## config.mk

```make
export PLATFORM = sky130hd
export DESIGN_NAME = mem_access_unit
export DESIGN_NICKNAME = d
export VERILOG_FILES = /design/src/rtl/lsu_pkg.sv /design/src/rtl/lsu_align.sv /design/src/rtl/mem_access_unit.sv
export SDC_FILE = /design/constraint.sdc
export NUM_CORES = 1
export LEC_CHECK = 0
export CAP_MARGIN = 30
export CORE_AREA = 3 3 122 124
export DETAILED_ROUTE_END_ITERATION = 10
export DIE_AREA = 0 0 125 127
export PLACE_DENSITY = 0.86
export SLEW_MARGIN = 20
export SYNTH_ARGS = -nofsm -noshare
export SYNTH_HDL_FRONTEND = slang
export SYNTH_HIERARCHICAL = 1
export SYNTH_SLANG_ARGS = --single-unit
```

## constraint.sdc

```tcl
create_clock -name clk -period 3.5 [get_ports clk]
set_clock_uncertainty 0.15 [all_clocks]
set_input_delay 1.05 -clock clk [delete_from_list [all_inputs] [get_ports clk]]
set_output_delay 1.05 -clock clk [all_outputs]
set_load 0.02 [all_outputs]
```

## src/rtl/lsu_pkg.sv

```systemverilog
// rtl/lsu_pkg.sv - shared control-word indices, funct3 codes and FSM states for the load/store unit
package lsu_pkg;

  localparam int MEMREAD  = 0;
  localparam int MEMWRITE = 1;
  localparam int F3_LO    = 2;
  localparam int F3_HI    = 4;

  localparam logic [2:0] F3_B  = 3'b000;
  localparam logic [2:0] F3_H  = 3'b001;
  localparam logic [2:0] F3_W  = 3'b010;
  localparam logic [2:0] F3_BU = 3'b100;
  localparam logic [2:0] F3_HU = 3'b101;

  typedef enum logic [1:0] {
    IDLE = 2'd0,
    WAIT = 2'd1,
    DONE = 2'd2
  } lsu_state_e;

endpackage

```

## src/rtl/lsu_align.sv

```systemverilog
// rtl/lsu_align.sv - byte-lane steering: store enables/replication and load select/extension
module lsu_align
  import lsu_pkg::*;
(
  input  logic [2:0]  i_f3,
  input  logic [1:0]  i_addr_lo,
  input  logic [31:0] i_wdata,
  input  logic [31:0] i_rdata,
  output logic [3:0]  o_be,
  output logic [31:0] o_wdata,
  output logic [31:0] o_rdata
);

  logic [31:0] w_shifted;
  logic [7:0]  w_byte;
  logic [15:0] w_half;

  assign w_shifted = i_rdata >> {i_addr_lo, 3'b000};
  assign w_byte    = w_shifted[7:0];
  assign w_half    = i_addr_lo[1] ? i_rdata[31:16] : i_rdata[15:0];

  always_comb begin
    o_be    = 4'b1111;
    o_wdata = i_wdata;
    case (i_f3[1:0])
      2'b00: begin
        o_be    = 4'b0001 << i_addr_lo;
        o_wdata = {4{i_wdata[7:0]}};
      end
      2'b01: begin
        o_be    = 4'b0011 << {i_addr_lo[1], 1'b0};
        o_wdata = {2{i_wdata[15:0]}};
      end
      default: begin
        o_be    = 4'b1111;
        o_wdata = i_wdata;
      end
    endcase
  end

  always_comb begin
    o_rdata = i_rdata;
    case (i_f3)
      F3_B:    o_rdata = {{24{w_byte[7]}}, w_byte};
      F3_BU:   o_rdata = {24'd0, w_byte};
      F3_H:    o_rdata = {{16{w_half[15]}}, w_half};
      F3_HU:   o_rdata = {16'd0, w_half};
      default: o_rdata = i_rdata;
    endcase
  end

endmodule

```

## src/rtl/mem_access_unit.sv

```systemverilog
// rtl/mem_access_unit.sv - MEM-stage load/store unit: req/ack data-memory transaction with stall and fault flags
module mem_access_unit
  import lsu_pkg::*;
#(
  parameter int size     = 32,
  parameter int MAX_WAIT = 15
) (
  input  logic            clk,
  input  logic            reset,
  input  logic [size-1:0] FU_i,
  input  logic [size-1:0] RAM_DATA_i,
  input  logic [11:0]     Control_Signal_i,
  output logic            mem_req,
  output logic            mem_we,
  output logic [size-1:0] mem_addr,
  output logic [3:0]      mem_be,
  output logic [size-1:0] mem_wdata,
  input  logic            mem_ack,
  input  logic [size-1:0] mem_rdata,
  output logic            stall_o,
  output logic [size-1:0] load_data_o,
  output logic            misalign_o,
  output logic            bus_err_o
);

  localparam logic [7:0] LP_LAST_WAIT = 8'(MAX_WAIT - 1);

  lsu_state_e  r_state;
  lsu_state_e  w_next;
  logic [7:0]  r_cnt;
  logic        r_mem_req;
  logic        r_mem_we;
  logic [31:0] r_mem_addr;
  logic [3:0]  r_mem_be;
  logic [31:0] r_mem_wdata;
  logic [31:0] r_load_data;
  logic        r_bus_err;
  logic [2:0]  r_f3;
  logic [1:0]  r_addr_lo;

  logic        w_mread;
  logic        w_mwrite;
  logic [2:0]  w_f3;
  logic        w_any;
  logic        w_valid;
  logic        w_bad_f3;
  logic        w_misal;
  logic        w_legal;
  logic        w_launch;
  logic        w_ack_hit;
  logic        w_timeout;

  logic [3:0]  w_st_be;
  logic [31:0] w_st_wdata;
  logic [31:0] w_ld_data;
  logic [31:0] w_unused_st_rdata;
  logic [3:0]  w_unused_ld_be;
  logic [31:0] w_unused_ld_wdata;
  logic [6:0]  w_unused_ctrl_hi;

  assign w_unused_ctrl_hi = Control_Signal_i[11:5];

  assign w_mread  = Control_Signal_i[MEMREAD];
  assign w_mwrite = Control_Signal_i[MEMWRITE];
  assign w_f3     = Control_Signal_i[F3_HI:F3_LO];
  assign w_any    = w_mread | w_mwrite;
  assign w_valid  = w_mread ^ w_mwrite;

  assign w_bad_f3 = w_mread ? (w_f3 == 3'b011 || w_f3 == 3'b110 || w_f3 == 3'b111)
                            : (w_f3 > F3_W);
  assign w_misal  = (w_f3[1:0] == 2'b01 && FU_i[0]) ||
                    (w_f3[1:0] == 2'b10 && FU_i[1:0] != 2'b00);
  assign w_legal  = w_valid && !w_bad_f3 && !w_misal;

  lsu_align u_store_align (
    .i_f3      (w_f3),
    .i_addr_lo (FU_i[1:0]),
    .i_wdata   (RAM_DATA_i),
    .i_rdata   (mem_rdata),
    .o_be      (w_st_be),
    .o_wdata   (w_st_wdata),
    .o_rdata   (w_unused_st_rdata)
  );

  // Load path uses the attributes latched at launch, since EX/MEM may be reused by then.
  lsu_align u_load_align (
    .i_f3      (r_f3),
    .i_addr_lo (r_addr_lo),
    .i_wdata   (32'd0),
    .i_rdata   (mem_rdata),
    .o_be      (w_unused_ld_be),
    .o_wdata   (w_unused_ld_wdata),
    .o_rdata   (w_ld_data)
  );

  always_comb begin
    w_next     = r_state;
    w_launch   = 1'b0;
    w_ack_hit  = 1'b0;
    w_timeout  = 1'b0;
    stall_o    = 1'b0;
    misalign_o = 1'b0;
    case (r_state)
      IDLE: begin
        stall_o    = w_legal;
        misalign_o = w_any && !w_legal;
        if (w_legal) begin
          w_launch = 1'b1;
          w_next   = WAIT;
        end
      end
      WAIT: begin
        stall_o = 1'b1;
        // Ack takes priority over a timeout landing in the same cycle.
        if (mem_ack) begin
          w_ack_hit = 1'b1;
          w_next    = DONE;
        end else if (r_cnt == LP_LAST_WAIT) begin
          w_timeout = 1'b1;
          w_next    = DONE;
        end
      end
      DONE: begin
        w_next = IDLE;
      end
      default: begin
        w_next = IDLE;
      end
    endcase
  end

  always_ff @(posedge clk or negedge reset) begin
    if (!reset) begin
      r_state     <= IDLE;
      r_cnt       <= 8'd0;
      r_mem_req   <= 1'b0;
      r_mem_we    <= 1'b0;
      r_mem_addr  <= 32'd0;
      r_mem_be    <= 4'd0;
      r_mem_wdata <= 32'd0;
      r_load_data <= 32'd0;
      r_bus_err   <= 1'b0;
      r_f3        <= 3'd0;
      r_addr_lo   <= 2'd0;
    end else begin
      r_state   <= w_next;
      r_bus_err <= w_timeout;
      if (w_launch) begin
        r_cnt       <= 8'd0;
        r_mem_req   <= 1'b1;
        r_mem_we    <= w_mwrite;
        r_mem_addr  <= {FU_i[31:2], 2'b00};
        r_mem_be    <= w_st_be;
        r_mem_wdata <= w_st_wdata;
        r_f3        <= w_f3;
        r_addr_lo   <= FU_i[1:0];
      end else if (r_state == WAIT) begin
        r_cnt <= r_cnt + 8'd1;
      end
      if (w_ack_hit) begin
        r_mem_req <= 1'b0;
        if (!r_mem_we) begin
          r_load_data <= w_ld_data;
        end
      end
      if (w_timeout) begin
        r_mem_req   <= 1'b0;
        r_load_data <= 32'd0;
      end
    end
  end

  assign mem_req     = r_mem_req;
  assign mem_we      = r_mem_we;
  assign mem_addr    = r_mem_addr;
  assign mem_be      = r_mem_be;
  assign mem_wdata   = r_mem_wdata;
  assign load_data_o = r_load_data;
  assign bus_err_o   = r_bus_err;

endmodule

```

==> results of run 1 <==
flip-flops by register name, indices dropped and copies added, names as in the netlist:
| signal | count |
|---|---|
| mem_be | 4 |
| bus_err_o | 1 |
| mem_req | 1 |
| mem_addr | 30 |
| r_addr_lo | 2 |
| load_data_o | 32 |
| r_state | 2 |
| mem_we | 1 |
| r_cnt | 8 |
| mem_wdata | 32 |
| r_f3 | 3 |
final cells by class:
type / instances / area (um2)
Clock buffer: 17 / 425
Clock inverter: 15 / 156
Fill cell: 1099 / 5170
Inverter: 7 / 26.3
Multi-Input combinational cell: 375 / 2730
Sequential cell: 116 / 2900
Tap cell: 180 / 225
Timing Repair Buffer: 229 / 2240
report_power, final:
group | internal (mW) | switching (mW)
Sequential | 1.88 | 0.358
Clock | 1.05 | 0.646
Combinational | 1.64 | 1.56
routing by layer:
metal,vias up,part of all wire
met1,2327,0.41
met5,-,0.00078
met4,2,0.012
met3,16,0.097
met2,213,0.48
li1,2295,-
per-stage QoR:
step           hold slack (ps)  setup slack, ps  std cells   util
6_report                   353              116        939  0.627
5_1_grt                    367             22.0        939  0.627
4_1_cts                    356             17.0        939  0.628
3_5_place_dp               342             -757        906  0.585
3_3_place_gp               336             -682        906  0.585
2_1_floorplan              324              182        555      -
repair_timing:
action	4_1_cts	5_1_grt
setup buffers	1	0
endpoints found under the setup margin	2	2
pin swaps	1	2
gates resized for setup	24	2
worst max-delay path, stage by stage:
cell and delay, ps:
clkdlybuf4s15_2 220, nand2b_1 150, a21oi_1 150, buf_4 160
nor2b_1 40, nor4_1 180, buf_2 220
how the worst max path moves through the flow:
stage | startpoint | end | slack [ps] | cells past startpoint
after global routing | FU_i[0] | misalign_o | 20 | 7
after global placement | Control_Signal_i[0] | misalign_o | -680 | 7
after CTS | Control_Signal_i[4] | misalign_o | 20 | 7
after floorplan | Control_Signal_i[0] | misalign_o | 180 | 4
after detailed placement | Control_Signal_i[4] | stall_o | -760 | 6
final | Control_Signal_i[0] | misalign_o | 120 | 7
==> out/results.ini, run 1 <==
[sta]
fin_crit_ps = 3380
clock.fmax_ghz = 0.295
tightest_slew_ps = 859
rsz0062_at_grt = false
max_slew_margin = 0.426
fin_tns_setup_ps = 0
hold_viol_final = 0
setup_viol = 0
fin_crit_sh = 0.967
slew_violations = 0

[finish]
area_growth_pct = 45.3
drive_above_1_share = 0.217
layout_common_cells = clkdlybuf4s50_1 (196), dfrtp_1 (116), nand2_1 (94)
finish.instance_area_um2 = 8710
antenna_cells = 0
final_nets = 860
final_common_cell = clkdlybuf4s50_1

[logic_synthesis]
postSynthAreaPerCell_um2 = 10.8
netlist_instances = 554
syn_area_um2 = 5990
ys_warn_count = 6

[drt]
drcViolationCount = 0
firstDrtPassIters = 5
viasPerCell = 5.17
postRouteAntennaNets = 0
wirelength_mm = 16.8
drt_iter0_drc = 354
routedWlPerCell_um = 17.8
dr_total_vias = 4853

[global_routing]
use_met2 = 0.347
track_usage = 0.213
antenna_found_initial = 1
grt_first_pass_wirelength_mm = 26.7
met1_usage = 0.260
grt_overflow = 0
grt_max_degree = 48
gr-max-usage-layer = met2
use_met3 = 0.0953
grt_pass1_vias = 5045

[pwr]
leakage_nw = 3.71
powerDensity_nw_per_um2 = 820
power_mw = 7.14
ir_drop_v = 0.000508

[run_status]
status = completed

[clock_network]
cts_root_buf = clkbuf_16
clk_latency_ps = 410
clk_path_buf_depth = 2
path_clk_slew_ps = 60
cts_max_level = 4
clock-sinks = 116
cts_tree = done
numCtsBuffers = 17
holdBufCountCts = 0

[setup_path]
arrival_ps = 2180
start_kind = input pin
r2r_start = r_f3[0]
critPathRequiredTime_ps = 2300
ff2ff_path_depth = 5
crit_type = input pin to output pin
end_kind = output pin
rrSetupSlack_ps = 1070
regToRegEndpoint = load_data_o[0]
path_max_fanout = 4

[hold_path]
hp-class = register to register
whs_path_depth = 1
min_to = mem_addr[4]
min_from = mem_addr[4]

[placed_design]
dpl_cell_area_um2 = 8120
hpwl_mm = 11.9
gp_congestion = 0.850
io_buffers = 206

[flow_run]
drv_cap = 0

[die]
die_h_um = 127
design.core.area_um2 = 13900
start_util = 0.432
dieArea_um2 = 15900
die_w_um = 125
rows = 43
num_io_pins = 216

Note: power is estimated with default switching activity, not from simulation.
==> run 2: changes to the inputs <==
--- a/config.mk
+++ b/config.mk
@@ -10,6 +10,7 @@
 export DETAILED_ROUTE_END_ITERATION = 10
 export DIE_AREA = 0 0 125 127
 export PLACE_DENSITY = 0.86
+export SETUP_SLACK_MARGIN = 0.2
 export SLEW_MARGIN = 20
 export SYNTH_ARGS = -nofsm -noshare
 export SYNTH_HDL_FRONTEND = slang
==> run 2 against run 1 <==
Net effect:
- worst setup slack better by 140 ps
- cell count decreased by 0.11%
- via count increased by 1.2%
- sequential cell count is the same
- sequential power is essentially flat
- clock power is 3% higher
- critical path type unchanged
- largest power group unchanged
- highest routed layer unchanged
==> out/results.ini, run 2 (same netlist as run 1, synthesis figures left out) <==
[drt]
firstDrtPassIters = 6
drt_iter0_drc = 423
wirelength_mm = 16.3
postRouteAntennaNets = 0
routedWlPerCell_um = 17.4
viasPerCell = 5.23
dr_total_vias = 4909
drcViolationCount = 0

[finish]
drive_above_1_share = 0.226
area_growth_pct = 46.4
layout_common_cells = clkdlybuf4s50_1 (196), dfrtp_1 (116), nand2_1 (94)
final_common_cell = clkdlybuf4s50_1
final_nets = 859
antenna_cells = 0

[pwr]
leakage_nw = 3.75
ir_drop_v = 0.000565
powerDensity_nw_per_um2 = 820

[sta]
clock.fmax_ghz = 0.309
tightest_slew_ps = 927
slew_violations = 0
fin_crit_ps = 3240
rsz0062_at_grt = false
fin_tns_setup_ps = 0
fin_crit_sh = 0.926
setup_ws_ps = 261
max_slew_margin = 0.380
hold_viol_final = 0
setup_viol = 0

[hold_path]
hp-class = register to register

[placed_design]
gp_congestion = 0.859
dp_worst_setup_slack_ps = -620
hpwl_mm = 11.7
io_buffers = 206

[setup_path]
critPathRequiredTime_ps = 2300
worstPathCellList = clkdlybuf4s15_1 -> nor4_2 -> a21oi_2 -> buf_6 -> nor2b_4 -> nor4_2 -> buf_4
worst-path-buf-inv = 3
path_max_fanout = 3
cp_slowest_cell = nor4_2
arrival_ps = 2040
crit_family = buffers and inverters
cpPeakStageDelay_ps = 310
cpMostUsedCell = nor4_2
end_kind = output pin
crit_type = input pin to output pin
start_kind = input pin

[clock_network]
clock-sinks = 116
clk_latency_ps = 400
holdBufCountCts = 0
clk_path_buf_depth = 2
cts_max_level = 4
cts_root_buf = clkbuf_16
cts_tree = done
path_clk_slew_ps = 50
numCtsBuffers = 17

[global_routing]
grt_pass1_vias = 5130
antenna_found_initial = 1
track_usage = 0.209
grt_overflow = 0
grt_max_degree = 117
grt_first_pass_wirelength_mm = 26.7

[die]
start_util = 0.432
die_h_um = 127
rows = 43
dieArea_um2 = 15900
design.core.area_um2 = 13900
die_w_um = 125
num_io_pins = 216

[run_status]
status = completed

[flow_run]
drv_cap = 0

==> run 2: cell count changes in the layout (fill, tap and decap cells not counted), moves of 2 or more <==
cell | previous run | this run
buf_6 | 0 | 2
dlygate4sd2_1 | 4 | 2
buf_4 | 22 | 20
clkinvlp_4 | 5 | 3
inv_6 | 3 | 0
==> run 2: cell type report <==
cell class,instances,area [um2]
Tap cell,180,225
Fill cell,1089,5110
Timing Repair Buffer,228,2250
Clock inverter,13,159
Inverter,7,26.3
Multi-Input combinational cell,375,2760
Clock buffer,19,443
Sequential cell,116,2900
==> run 2: metal layers <==
metal | track usage | wire length, um
met5 | 0 | 13
met1 | 0.245 | 6370
met2 | 0.341 | 7750
met3 | 0.105 | 1950
met4 | 0.0593 | 246
==> run 2: power breakdown <==
part           internal [mW]  total, mW  switching [mW]
logic                   1.65       3.18            1.53
clock network           1.13       1.75           0.613
registers               1.88       2.26           0.377
==> run 2: stage by stage <==
stage	hold WS, ps	util	cells	total power [mW]	cell area, um2
2_1_floorplan	324	-	555	4.02	6000
3_3_place_gp	336	0.586	905	5.37	8130
3_5_place_dp	343	0.586	905	5.46	8130
4_1_cts	353	0.632	938	7.24	8770
5_1_grt	367	0.632	938	7.59	8770
6_report	351	0.632	938	7.19	8770
==> run 2: path summary, 6_finish.rpt <==
path                               from             end  slack [ps]  cells after the start
min reg2reg                mem_addr[12]    mem_addr[12]         350                      1
max                             FU_i[1]      misalign_o         260                      7
min in group asynchronous         reset  load_data_o[5]         550                      2
min                        mem_addr[12]    mem_addr[12]         350                      1
max in group asynchronous         reset    mem_wdata[8]        2130                      2
max reg2reg                     r_f3[0]  load_data_o[5]        1010                      5
==> run 2: worst reg2reg max path, stage by stage, from the launching register on <==
cell and delay [ps]:
dfrtp_1 600, nor2b_1 820, o21bai_2 240, a221o_1 420, nand2_1 60, a21oi_1 60
==> run 2: repair_timing <==
| item | 4_1_cts | 5_1_grt |
|---|---|---|
| buffers inserted | 1 | 0 |
| hold endpoints to repair | 0 | 0 |
| pin swaps | 4 | 2 |
| endpoints found under the setup margin | 2 | 2 |
| gates resized for setup | 40 | 2 |
==> run 3: changes to the inputs <==
--- a/config.mk
+++ b/config.mk
@@ -6,10 +6,10 @@
 export NUM_CORES = 1
 export LEC_CHECK = 0
 export CAP_MARGIN = 30
-export CORE_AREA = 3 3 122 124
+export CORE_AREA = 3 3 133 135
 export DETAILED_ROUTE_END_ITERATION = 10
-export DIE_AREA = 0 0 125 127
-export PLACE_DENSITY = 0.86
+export DIE_AREA = 0 0 136 138
+export PLACE_DENSITY = 0.77
 export SETUP_SLACK_MARGIN = 0.2
 export SLEW_MARGIN = 20
 export SYNTH_ARGS = -nofsm -noshare
==> constraint.sdc (replaced) <==
create_clock -name clk -period 2.9 [get_ports clk]
set_clock_uncertainty 0.15 [all_clocks]
set_input_delay 0.87 -clock clk [delete_from_list [all_inputs] [get_ports clk]]
set_output_delay 0.87 -clock clk [all_outputs]
set_load 0.02 [all_outputs]
==> run 3 against run 2 <==
Net effect:
- sequential power grew 21%
- non-clock buffer count shrank 1
- global-route usage down 3.7 points
- register-to-register slack worse by 260 ps
- critical path type unchanged
- highest routed layer is now met4
==> out/results.ini, run 3 (same netlist as run 1, synthesis figures left out) <==
[placed_design]
gp_congestion = 0.823
hpwl_mm = 11.4
io_buffers = 206
dpl_cell_area_um2 = 8170

[global_routing]
grt_max_degree = 117
antenna_found_initial = 0
grt_pass1_vias = 4864
grt_first_pass_wirelength_mm = 25.8
track_usage = 0.171
grt_overflow = 0

[clock_network]
clk_latency_ps = 410
clk_path_buf_depth = 2
holdBufCountCts = 0
clock-sinks = 116
path_clk_slew_ps = 60
numCtsBuffers = 17
cts_tree = done
cts_root_buf = clkbuf_16
cts_max_level = 4

[finish]
antenna_cells = 0
finish.utilization = 0.534
final_nets = 858
finish.instance_area_um2 = 8850
nFillCells = 1437
layout_common_cells = clkdlybuf4s50_1 (196), dfrtp_1 (116), nand2_1 (94)
final_common_cell = clkdlybuf4s50_1
area_growth_pct = 47.7
drive_above_1_share = 0.227

[setup_path]
crit_type = input pin to output pin
cpPeakStageDelay_ps = 310
end_kind = output pin
arrival_ps = 1690
crit_end = misalign_o
startpoint = Control_Signal_i[2]
cp_slowest_cell = nor4_4
critPathRequiredTime_ps = 1880
rrSetupSlack_ps = 750
r2r_start = r_addr_lo[1]
ff2ff_path_depth = 6
path_max_fanout = 3
worstPathCellList = buf_8 -> nor4_4 -> a21oi_4 -> nor2b_4 -> nor4_2 -> buf_4
start_kind = input pin
regToRegEndpoint = load_data_o[2]

[hold_path]
hp-class = register to register
whs_path_depth = 1

[pwr]
p_clk_frac = 0.250
switching_share = 0.346
leakage_nw = 3.76
power_frac_seq = 0.313
p_comb_frac = 0.438
switchingPower_mw = 3.03
power_mw = 8.75
p_int_mw = 5.72
powerDensity_nw_per_um2 = 988
ir_drop_v = 0.000419

[sta]
fin_crit_ps = 2710
fin_crit_sh = 0.936
clock.fmax_ghz = 0.368
hold_viol_final = 0
setup_viol = 0
tightest_slew_ps = 670
rsz0062_at_grt = true
slew_violations = 0
max_slew_margin = 0.553

[die]
die_w_um = 136
dieArea_um2 = 18800
rows = 47
start_util = 0.361
die_h_um = 138
num_io_pins = 216
design.core.area_um2 = 16600

[flow_run]
drv_cap = 0

[drt]
viasPerCell = 5.00
postRouteAntennaNets = 0
dr_total_vias = 4882
wirelength_mm = 16.1
drt_iter0_drc = 204
firstDrtPassIters = 5
drcViolationCount = 0
routedWlPerCell_um = 16.5

[run_status]
status = completed

==> run 3: changes by cell type in the layout (fill, tap and decap cells not counted), moves of 2 or more <==
| cell | before | now |
|---|---|---|
| clkinv_2 | 4 | 6 |
| a21oi_4 | 0 | 2 |
| clkdlybuf4s15_2 | 2 | 0 |
| clkinv_4 | 3 | 0 |
| clkbuf_1 | 1 | 3 |
| clkinvlp_4 | 3 | 1 |
| dlygate4sd2_1 | 2 | 0 |
==> run 3: worst max-delay path, delay by kind of cell <==
kind | cells | cell delay [ps]
buffers and inverters | 2 | 270
AOI/OAI and AO/OA | 1 | 90
and+or+nand+nor | 3 | 470
==> run 3: power groups by stage <==
stage	Sequential (mW)	Clock (mW)	Combinational (mW)
6_report	2.73	2.18	3.83
5_1_grt	2.83	2.31	4.12
4_1_cts	2.74	2.24	3.86
3_5_place_dp	2.76	0	3.83
3_3_place_gp	2.73	0	3.79
2_1_floorplan	3.38	0	1.48
==> run 3: layer usage <==
layer  routed length, um  vias up  global-route usage
li1                    -     2296                   -
met1                6600     2364               0.217
met2                7680      199               0.276
met3                1520       23              0.0556
met4                 271        0              0.0578
met5                   0        -                   0
==> run 3: per-stage QoR <==
step | hold slack [ps] | std cells | setup TNS (ps) | setup WS [ps]
finish | 350 | 977 | 0 | 186
global route | 364 | 977 | 0 | 126
CTS | 355 | 977 | 0 | 118
detailed placement | 342 | 944 | -5640 | -826
global placement | 336 | 944 | -4690 | -827
floorplan | 324 | 555 | 0 | 172
==> run 3: cell type report <==
class	instances	area (um2)	share of cell area
inverter	7	26.3	0.00297
sequential	116	2900	0.328
tap	220	275	0.0311
timing repair buffer	227	2250	0.254
clock buffer	21	450	0.0509
clock inverter	11	158	0.0178
multi-input combinational	375	2800	0.316
==> run 3: repair_timing <==
item	in CTS	in global routing
endpoints found under the setup margin	2	2
pin swaps	5	4
gates resized for setup	50	13
setup buffers	1	0
==> run 3: how the worst min path moves through the flow <==
stage             startpoint            end  slack, ps
3_3_place_gp    mem_addr[25]   mem_addr[25]        340
6_report       mem_wdata[31]  mem_wdata[31]        350
3_5_place_dp   mem_wdata[14]  mem_wdata[14]        340
2_1_floorplan        r_f3[0]        r_f3[0]        320
5_1_grt        mem_wdata[31]  mem_wdata[31]        360
4_1_cts        mem_wdata[21]  mem_wdata[21]        350
